<file path="config.mk">
export PLATFORM = sky130hd
export DESIGN_NAME = id_stage_pipe
export DESIGN_NICKNAME = d
export VERILOG_FILES = /design/src/rtl/id_stage_pipe.sv
export SDC_FILE = /design/constraint.sdc
export NUM_CORES = 2
export LEC_CHECK = 0
export CAP_MARGIN = 0
export CORE_MARGIN = 5
export CORE_UTILIZATION = 62
export CTS_CLUSTER_SIZE = 12
export DETAILED_ROUTE_END_ITERATION = 7
export GPL_TIMING_DRIVEN = 1
export PLACE_DENSITY = 0.81
export SYNTH_ARGS = -nofsm -noshare
export SYNTH_HDL_FRONTEND = slang
export SYNTH_SLANG_ARGS = --single-unit
</file>
<file path="constraint.sdc">
create_clock -name clk -period 3.85 [get_ports clk]
set_clock_uncertainty 0.1 [all_clocks]
set_input_delay 0.77 -clock clk [delete_from_list [all_inputs] [get_ports clk]]
set_output_delay 0.77 -clock clk [all_outputs]
set_load 0.005 [all_outputs]
</file>
<file path="src/rtl/id_stage_pipe.sv">
// Decode stage: GPR file with WB write port and same-cycle bypass, R/I/J field split,
// per-opcode immediate extension, load-use bubble insertion, valid/ready output register.
module id_stage_pipe #(
   parameter int XLEN  = 32,
   parameter int NREGS = 32,
   parameter int RAW   = $clog2(NREGS),
   parameter int CNT_W = 16
) (
   input  logic             clk,
   input  logic             rst,
   input  logic             in_valid,
   output logic             in_ready,
   input  logic [31:0]      instr,
   input  logic             wb_en,
   input  logic [RAW-1:0]   wb_addr,
   input  logic [XLEN-1:0]  wb_data,
   output logic             out_valid,
   input  logic             out_ready,
   output logic [5:0]       opcode,
   output logic [RAW-1:0]   rs_addr,
   output logic [RAW-1:0]   rt_addr,
   output logic [XLEN-1:0]  rs_data,
   output logic [XLEN-1:0]  rt_data,
   output logic [RAW-1:0]   rd,
   output logic [4:0]       shamt,
   output logic [5:0]       funct,
   output logic [XLEN-1:0]  imm,
   output logic [CNT_W-1:0] decoded_cnt,
   output logic [CNT_W-1:0] bubble_cnt
);

   localparam logic [5:0] OP_RTYPE = 6'h00;
   localparam logic [5:0] OP_J     = 6'h02;
   localparam logic [5:0] OP_JAL   = 6'h03;
   localparam logic [5:0] OP_BEQ   = 6'h04;
   localparam logic [5:0] OP_BNE   = 6'h05;
   localparam logic [5:0] OP_ANDI  = 6'h0C;
   localparam logic [5:0] OP_ORI   = 6'h0D;
   localparam logic [5:0] OP_XORI  = 6'h0E;
   localparam logic [5:0] OP_LUI   = 6'h0F;
   localparam logic [5:0] OP_LW    = 6'h23;
   localparam logic [5:0] OP_SW    = 6'h2B;

   function automatic logic [XLEN-1:0] ext_imm(input logic [31:0] ins);
      logic [XLEN-1:0] res;
      case (ins[31:26])
         OP_RTYPE:                res = '0;
         OP_ANDI, OP_ORI, OP_XORI: res = XLEN'(ins[15:0]);
         OP_LUI:                  res = XLEN'({ins[15:0], 16'h0000});
         OP_J, OP_JAL:            res = XLEN'(ins[25:0]);
         default:                 res = {{(XLEN-16){ins[15]}}, ins[15:0]};
      endcase
      return res;
   endfunction

   logic [XLEN-1:0]  r_gpr [NREGS];
   logic             r_out_valid;
   logic [5:0]       r_opcode;
   logic [RAW-1:0]   r_rs_addr;
   logic [RAW-1:0]   r_rt_addr;
   logic [XLEN-1:0]  r_rs_data;
   logic [XLEN-1:0]  r_rt_data;
   logic [RAW-1:0]   r_rd;
   logic [4:0]       r_shamt;
   logic [5:0]       r_funct;
   logic [XLEN-1:0]  r_imm;
   logic [CNT_W-1:0] r_decoded_cnt;
   logic [CNT_W-1:0] r_bubble_cnt;

   logic [5:0]       w_op;
   logic [RAW-1:0]   w_rs_a;
   logic [RAW-1:0]   w_rt_a;
   logic             w_is_r;
   logic [XLEN-1:0]  w_rs_data;
   logic [XLEN-1:0]  w_rt_data;
   logic             w_rt_is_src;
   logic             w_hazard;
   logic             w_accept;

   assign w_op   = instr[31:26];
   assign w_rs_a = RAW'(instr[25:21]);
   assign w_rt_a = RAW'(instr[20:16]);
   assign w_is_r = (w_op == OP_RTYPE);

   // Read ports: r0 is hard zero, an in-flight WB write to the same register wins.
   always_comb begin
      w_rs_data = r_gpr[w_rs_a];
      w_rt_data = r_gpr[w_rt_a];
      if (wb_en && wb_addr == w_rs_a) w_rs_data = wb_data;
      if (wb_en && wb_addr == w_rt_a) w_rt_data = wb_data;
      if (w_rs_a == '0) w_rs_data = '0;
      if (w_rt_a == '0) w_rt_data = '0;
   end

   // rt is a true source only for R-type, stores and compare-branches.
   assign w_rt_is_src = (w_op == OP_RTYPE) || (w_op == OP_SW) ||
                        (w_op == OP_BEQ)   || (w_op == OP_BNE);

   assign w_hazard = r_out_valid && (r_opcode == OP_LW) && (r_rt_addr != '0) &&
                     ((r_rt_addr == w_rs_a) || ((r_rt_addr == w_rt_a) && w_rt_is_src));

   assign in_ready = (!r_out_valid || out_ready) && !w_hazard;
   assign w_accept = in_valid && in_ready;

   always_ff @(posedge clk) begin
      if (rst) begin
         for (int i = 0; i < NREGS; i++) r_gpr[i] <= '0;
         r_out_valid   <= 1'b0;
         r_opcode      <= '0;
         r_rs_addr     <= '0;
         r_rt_addr     <= '0;
         r_rs_data     <= '0;
         r_rt_data     <= '0;
         r_rd          <= '0;
         r_shamt       <= '0;
         r_funct       <= '0;
         r_imm         <= '0;
         r_decoded_cnt <= '0;
         r_bubble_cnt  <= '0;
      end else begin
         if (wb_en && wb_addr != '0) r_gpr[wb_addr] <= wb_data;

         if (r_out_valid && out_ready) r_decoded_cnt <= r_decoded_cnt + 1'b1;

         // Output register stage: load, bubble, drain, or hold.
         if (w_accept) begin
            r_out_valid <= 1'b1;
            r_opcode    <= w_op;
            r_rs_addr   <= w_rs_a;
            r_rt_addr   <= w_rt_a;
            r_rs_data   <= w_rs_data;
            r_rt_data   <= w_rt_data;
            r_rd        <= w_is_r ? RAW'(instr[15:11]) : '0;
            r_shamt     <= w_is_r ? instr[10:6] : 5'd0;
            r_funct     <= w_is_r ? instr[5:0] : 6'd0;
            r_imm       <= ext_imm(instr);
         end else if (w_hazard && out_ready) begin
            r_out_valid  <= 1'b0;
            r_bubble_cnt <= r_bubble_cnt + 1'b1;
         end else if (out_ready) begin
            r_out_valid <= 1'b0;
         end
      end
   end

   assign out_valid   = r_out_valid;
   assign opcode      = r_opcode;
   assign rs_addr     = r_rs_addr;
   assign rt_addr     = r_rt_addr;
   assign rs_data     = r_rs_data;
   assign rt_data     = r_rt_data;
   assign rd          = r_rd;
   assign shamt       = r_shamt;
   assign funct       = r_funct;
   assign imm         = r_imm;
   assign decoded_cnt = r_decoded_cnt;
   assign bubble_cnt  = r_bubble_cnt;

endmodule

</file>
After elaboration in Yosys (flattened, before gate mapping)

Memory sizes are Yosys's and may differ from the RTL's.
Cells that the tools add are included.

Output and inout port bits: 162
RAM bits: 1024
Register bits: 161
Memories: 1
Latch bits: 0
Memory bits (read-only): 0
Input bits: 74
Logic and storage cells: 77

Reductions and logical operators: 28
Eq/ne operators: 14
Shift-type cells: 0
Div/mod/pow operators: 0
Bitwise operators: 1
$mul: 0
Multiplexer cells: 19
$lt $le $gt $ge: 0
$add $sub $neg: 2

Memories:

| memory | words | bits a word | rd ports | clocked after Yosys merged registers in | wr ports | line | RTL |
|---|---|---|---|---|---|---|---|
| r_gpr  | 32    | 32          | 2        | 0                                       | 32       | 56   | `logic [XLEN-1:0] r_gpr [NREGS];` |

Operator list:

| cell                                          | number |
|---|---|
| two-way mux 32 bit                            | 5 |
| one-hot mux 32 bit (4 select lines)           | 1 |
| adder 16 x 1 -> 16 bit, second input constant | 2 |
| OR reduction 32 bit                           | 1 |
| == test 6 x 4 -> 1 bit, second input constant | 4 |
| == test 5 bit                                 | 4 |
| two-way mux 5 bit                             | 3 |
| == test 6 x 2 -> 1 bit, second input constant | 2 |
| == test 6 x 3 -> 1 bit, second input constant | 2 |
| == test 6 bit, second input constant          | 2 |
| logical AND 1 bit                             | 11 |
| logical NOT 5 bit                             | 2 |
| nonzero test 5 bit                            | 2 |
| two-way mux 1 bit                             | 9 |
| logical NOT 6 bit                             | 1 |
| two-way mux 6 bit                             | 1 |
| logical OR 1 bit                              | 5 |
| nonzero test 3 bit                            | 1 |
| OR reduction 3 bit                            | 1 |
| logical NOT 1 bit                             | 2 |
| AND reduction 2 bit                           | 1 |
| OR reduction 2 bit                            | 1 |
| inverter 1 bit                                | 1 |

Logic depth before layout (Yosys ltp)

Depth after elaboration: 12
Depth in mapped cells: 10

Worst setup path before layout

No wires, ideal clock.

Path type: input -> output
Start point: in instr[23]
End point: out in_ready
Required time: 2980 ps
Setup slack: 900 ps
Buffers on the path: 2
Data arrival time: 2080 ps
Stages on the path: 7
Cells stage by stage: clkbuf_1 > xnor2_1 > nand3_1 > or4_4 > buf_4 > nand2_1 > a21oi_1

Longest elaborated chain between the ends: 5

RTL lines:

| what               | line | RTL |
|---|---|---|
| start: declaration | 13   | `input logic [31:0] instr,` |
| == test 5 bit      | 100  | `((r_rt_addr == w_rs_a) \|\| ((r_rt_addr == w_rt_a) && w_rt_is_src));` |
| logical OR 1 bit   | 100  |  |
| logical AND 1 bit  | 99   | `assign w_hazard = r_out_valid && (r_opcode == OP_LW) && (r_rt_addr != '0) &&` |
| logical NOT 1 bit  | 102  | `assign in_ready = (!r_out_valid \|\| out_ready) && !w_hazard;` |
| logical AND 1 bit  | 102  |  |
| end: declaration   | 12   | `output logic in_ready,` |

Every way passes these cells.

Worst setup path in the final report

Start point: reg r_rt_addr[1], in the netlist rt_addr[1]
End point: out in_ready

Longest elaborated chain between the ends: 6
Elaborated cells on any way between the ends: 9
Classes of those cells: 2 x eq/ne; 7 x reduce/logical

RTL lines:

| what                     | line | RTL |
|---|---|---|
| start: declaration       | 60   | `logic [RAW-1:0] r_rt_addr;` |
| start signal: assignment | 130  | `r_rt_addr <= w_rt_a;` |
| == test 5 bit            | 100  |  |
| logical AND 1 bit        | 100  |  |
| logical OR 1 bit         | 100  |  |
| logical AND 1 bit *      | 99   |  |
| logical NOT 1 bit *      | 102  |  |
| logical AND 1 bit *      | 102  |  |

Every way passes the cells marked *; elsewhere a longest branch is shown, timed or not.

==> impl_metrics.yaml <==
layout:
  nNetsFinal: 4894
  drive_gt1_share_pct: 19.2
  area_growth_pct: 15.5
  stdcell_count: 6242
global_route:
  grt-ovfl-total: 0
  antenna_found_initial: 28
  grt_pass1_wl_mm: 314
  grt.total_usage_pct: 42.3
  grt_max_degree: 107
  grt_pass1_vias: 44780
timing:
  rsz0062_at_grt: "no"
  final_max_slew_viol_count: 0
  fmax_mhz: 274
  fin_crit_ns: 3.66
  min_period_over_period_pct: 94.9
  slew_headroom_pct: 5.58
  timing.final.hold_violations: 0
  finalSetupTns_ns: 0
  setup_viol: 0
  worst_slew_pin_slew_ns: 1.41
critical_path:
  cp.arrival_ns: 2.79
  endpoint_kind: "output port"
  critPathBufInv: 1
  max_stage_delay_ns: 0.52
  path_cells: "or4_1 -> o211ai_1 -> a2111o_1 -> nand2_1 -> a21oi_1 -> clkdlybuf4s50_1"
  critPathLaunchType: "flop"
  critPathKind: "flop to output port"
  worstPathRequired_ns: 2.98
  cpMaxStageDelayCell: "or4_1"
  crit_fanout: 5
  crit_family: "simple AND/OR/NAND/NOR gates"
floorplan:
  start_util_pct: 62.2
  rows: 115
  ioPinCount: 236
  die_w_um: 324
  dieArea_um2: 105000
  die_h_um: 324
  core_region_area_um2: 98000
yosys:
  avgSynthCellArea_um2: 13.2
  synth_async_sr_flop_share_pct: 0
  synthCells: 4633
  yosysWarnings: 0
  synth_enable_flop_cells: 1024
  ys_seq_area_share_pct: 55.7
  yosysUniqueCellTypes: 55
  synth.largest_area_cell: "edfxtp_1"
  yosys_register_bits: 1185
  netlist_area_um2: 61000
  synth_common_cells: "edfxtp_1, and2_1, mux2i_1, clkbuf_1, mux4_2"
  synthTopCellsByArea: "edfxtp_1, mux4_2, and2_1"
  synth_top_area_share_pct: 50.4
  yosysMostFrequentCell: "edfxtp_1"
  synth_flop_cell: "edfxtp_1"
route:
  highest_layer: "met5"
  remaining_drc_errors: 2
  via_count: 46410
  drtIter0Drc: 8943
  met2_wirelength_mm: 95.3
  met1_length_mm: 70.7
  vias_per_cell: 7.44
  wire_per_inst_um: 36.1
  met3_length_mm: 39.6
  ant_nets: 0
  firstDrtPassIters: 8
  wirelength_mm: 225
power_and_ir_drop:
  p_leak_nw: 25.5
  powerDensity_nw_per_um2: 439
  irDropWorstVdd_v: 0.000411
cts:
  htreeDepth: 4
  cts_buffers: 130
  post_cts_buffers: 0
  clock_sinks: 1185
  clockRootBuffer: "clkbuf_16"
  tritoncts: "done"
  clkTransAtPathRegs_ns: 0.06
  postCtsHoldBufs: 0
  clk_latency_ns: 0.76
  clockBufferDepth: 3
  ctsResizeCount: 0
hold_path:
  hp-class: "input pin to flop"
run:
  cap_violations: 0
status:
  violations: "design-rule violations"
  status: "finished with violations"
placed_design:
  detailed_place_hpwl_mm: 137
  portBuffers: 235
  gp_congestion: 0.963
  dp_cells: 5973
==> report_power, final <==
part           internal [mW]  total (mW)  switching (mW)  leakage (nW)
clock network           6.77        12.0            5.24          1.95
logic                   1.58        3.76            2.18          12.5
registers               14.7        15.1           0.475          11.1
total                   23.0        30.9            7.89          25.5
==> per-layer routing <==
metal | vias to the layer above | global-route usage (%)
li1 | 17820 | -
met2 | 5082 | 61.3
met5 | - | 0
met1 | 22224 | 53.1
met4 | 6 | 28.4
met3 | 1278 | 16.3
==> worst paths after layout <==
kind / startpoint / endpoint / slack, ns / cells after the start
worst min-delay path: instr[22] / rs_addr[1]$_SDFFE_PP0P_ / 0.31 / 3
worst min register to register: rs_addr[2]$_SDFFE_PP0P_ / rs_addr[2]$_SDFFE_PP0P_ / 0.37 / 2
worst max register to register: out_valid$_SDFFE_PP0P_ / rt_data[8]$_SDFFE_PP0P_ / 0.56 / 7
worst max-delay path: rt_addr[1]$_SDFFE_PP0P_ / in_ready / 0.19 / 6
==> placed cells by master (no fill, tap or decap), types with 34 or more instances in the layout <==
cell / count
edfxtp_1: 1024
and2_1: 993
mux2i_1: 350
mux4_2: 290
clkdlybuf4s50_1: 227
buf_4: 182
o22ai_1: 175
dfxtp_1: 161
clkbuf_16: 134
mux2_2: 126
nor2_1: 124
nand2_1: 115
a22o_1: 110
nor3_1: 105
a21oi_1: 81
buf_12: 76
a211oi_1: 67
nand3_1: 50
clkbuf_1: 49
nand3b_1: 44
nand4_1: 40
nor2_4: 35
or2_2: 34
==> metrics by stage <==
| stage | setup WS [ns] | util [%] | power (mW) | instance area, µm² | hold slack, ns |
|---|---|---|---|---|---|
| floorplan | 0.900 | - | 17.2 | 61100 | 0.353 |
| global placement | 0.106 | 67.7 | 18.8 | 66400 | 0.344 |
| detailed placement | 0.0976 | 67.7 | 18.9 | 66400 | 0.357 |
| CTS | 0.178 | 71.8 | 30.6 | 70400 | 0.290 |
| global route | 0.0588 | 71.8 | 31.5 | 70400 | 0.337 |
| finish | 0.195 | 71.9 | 30.9 | 70400 | 0.313 |
==> kinds of logic (layout without fill, tap and decap cells) <==
family / count (synthesis) / after routing / synth area share [%]
simple gates: 1638 / 1638 / 15.6
fa+ha+maj: 2 / 2 / 0.0410
buf+inv: 474 / 735 / 3.21
other cells: 1 / 62 / 0.00615
xor+xnor: 39 / 39 / 0.560
mux: 766 / 766 / 18.8
flops: 1185 / 1185 / 55.7
compound gates: 528 / 528 / 6.14
==> tightest hold or removal path, cell delays in order <==
cell     delay, ns
buf_8         0.17
nand2_1       0.09
a21oi_1       0.06
==> flip-flops by register name (all words and copies together), names as in the netlist <==
name,count
r_gpr,1024
imm,32
rs_data,32
rt_data,32
bubble_cnt,16
decoded_cnt,16
funct,6
opcode,6
rd,5
rs_addr,5
rt_addr,5
shamt,5
out_valid,1
==> final cells by class <==
type,count,area (µm²)
repair buffers,492,5240
diodes,30,75.1
clock inverters,49,379
fillers,6249,27500
inverters,4,15.0
flip-flops and latches,1185,34000
well taps,1287,1610
clock buffers,190,3620
multi-input cells,3005,25500
Power figures use the tool's default switching activity.
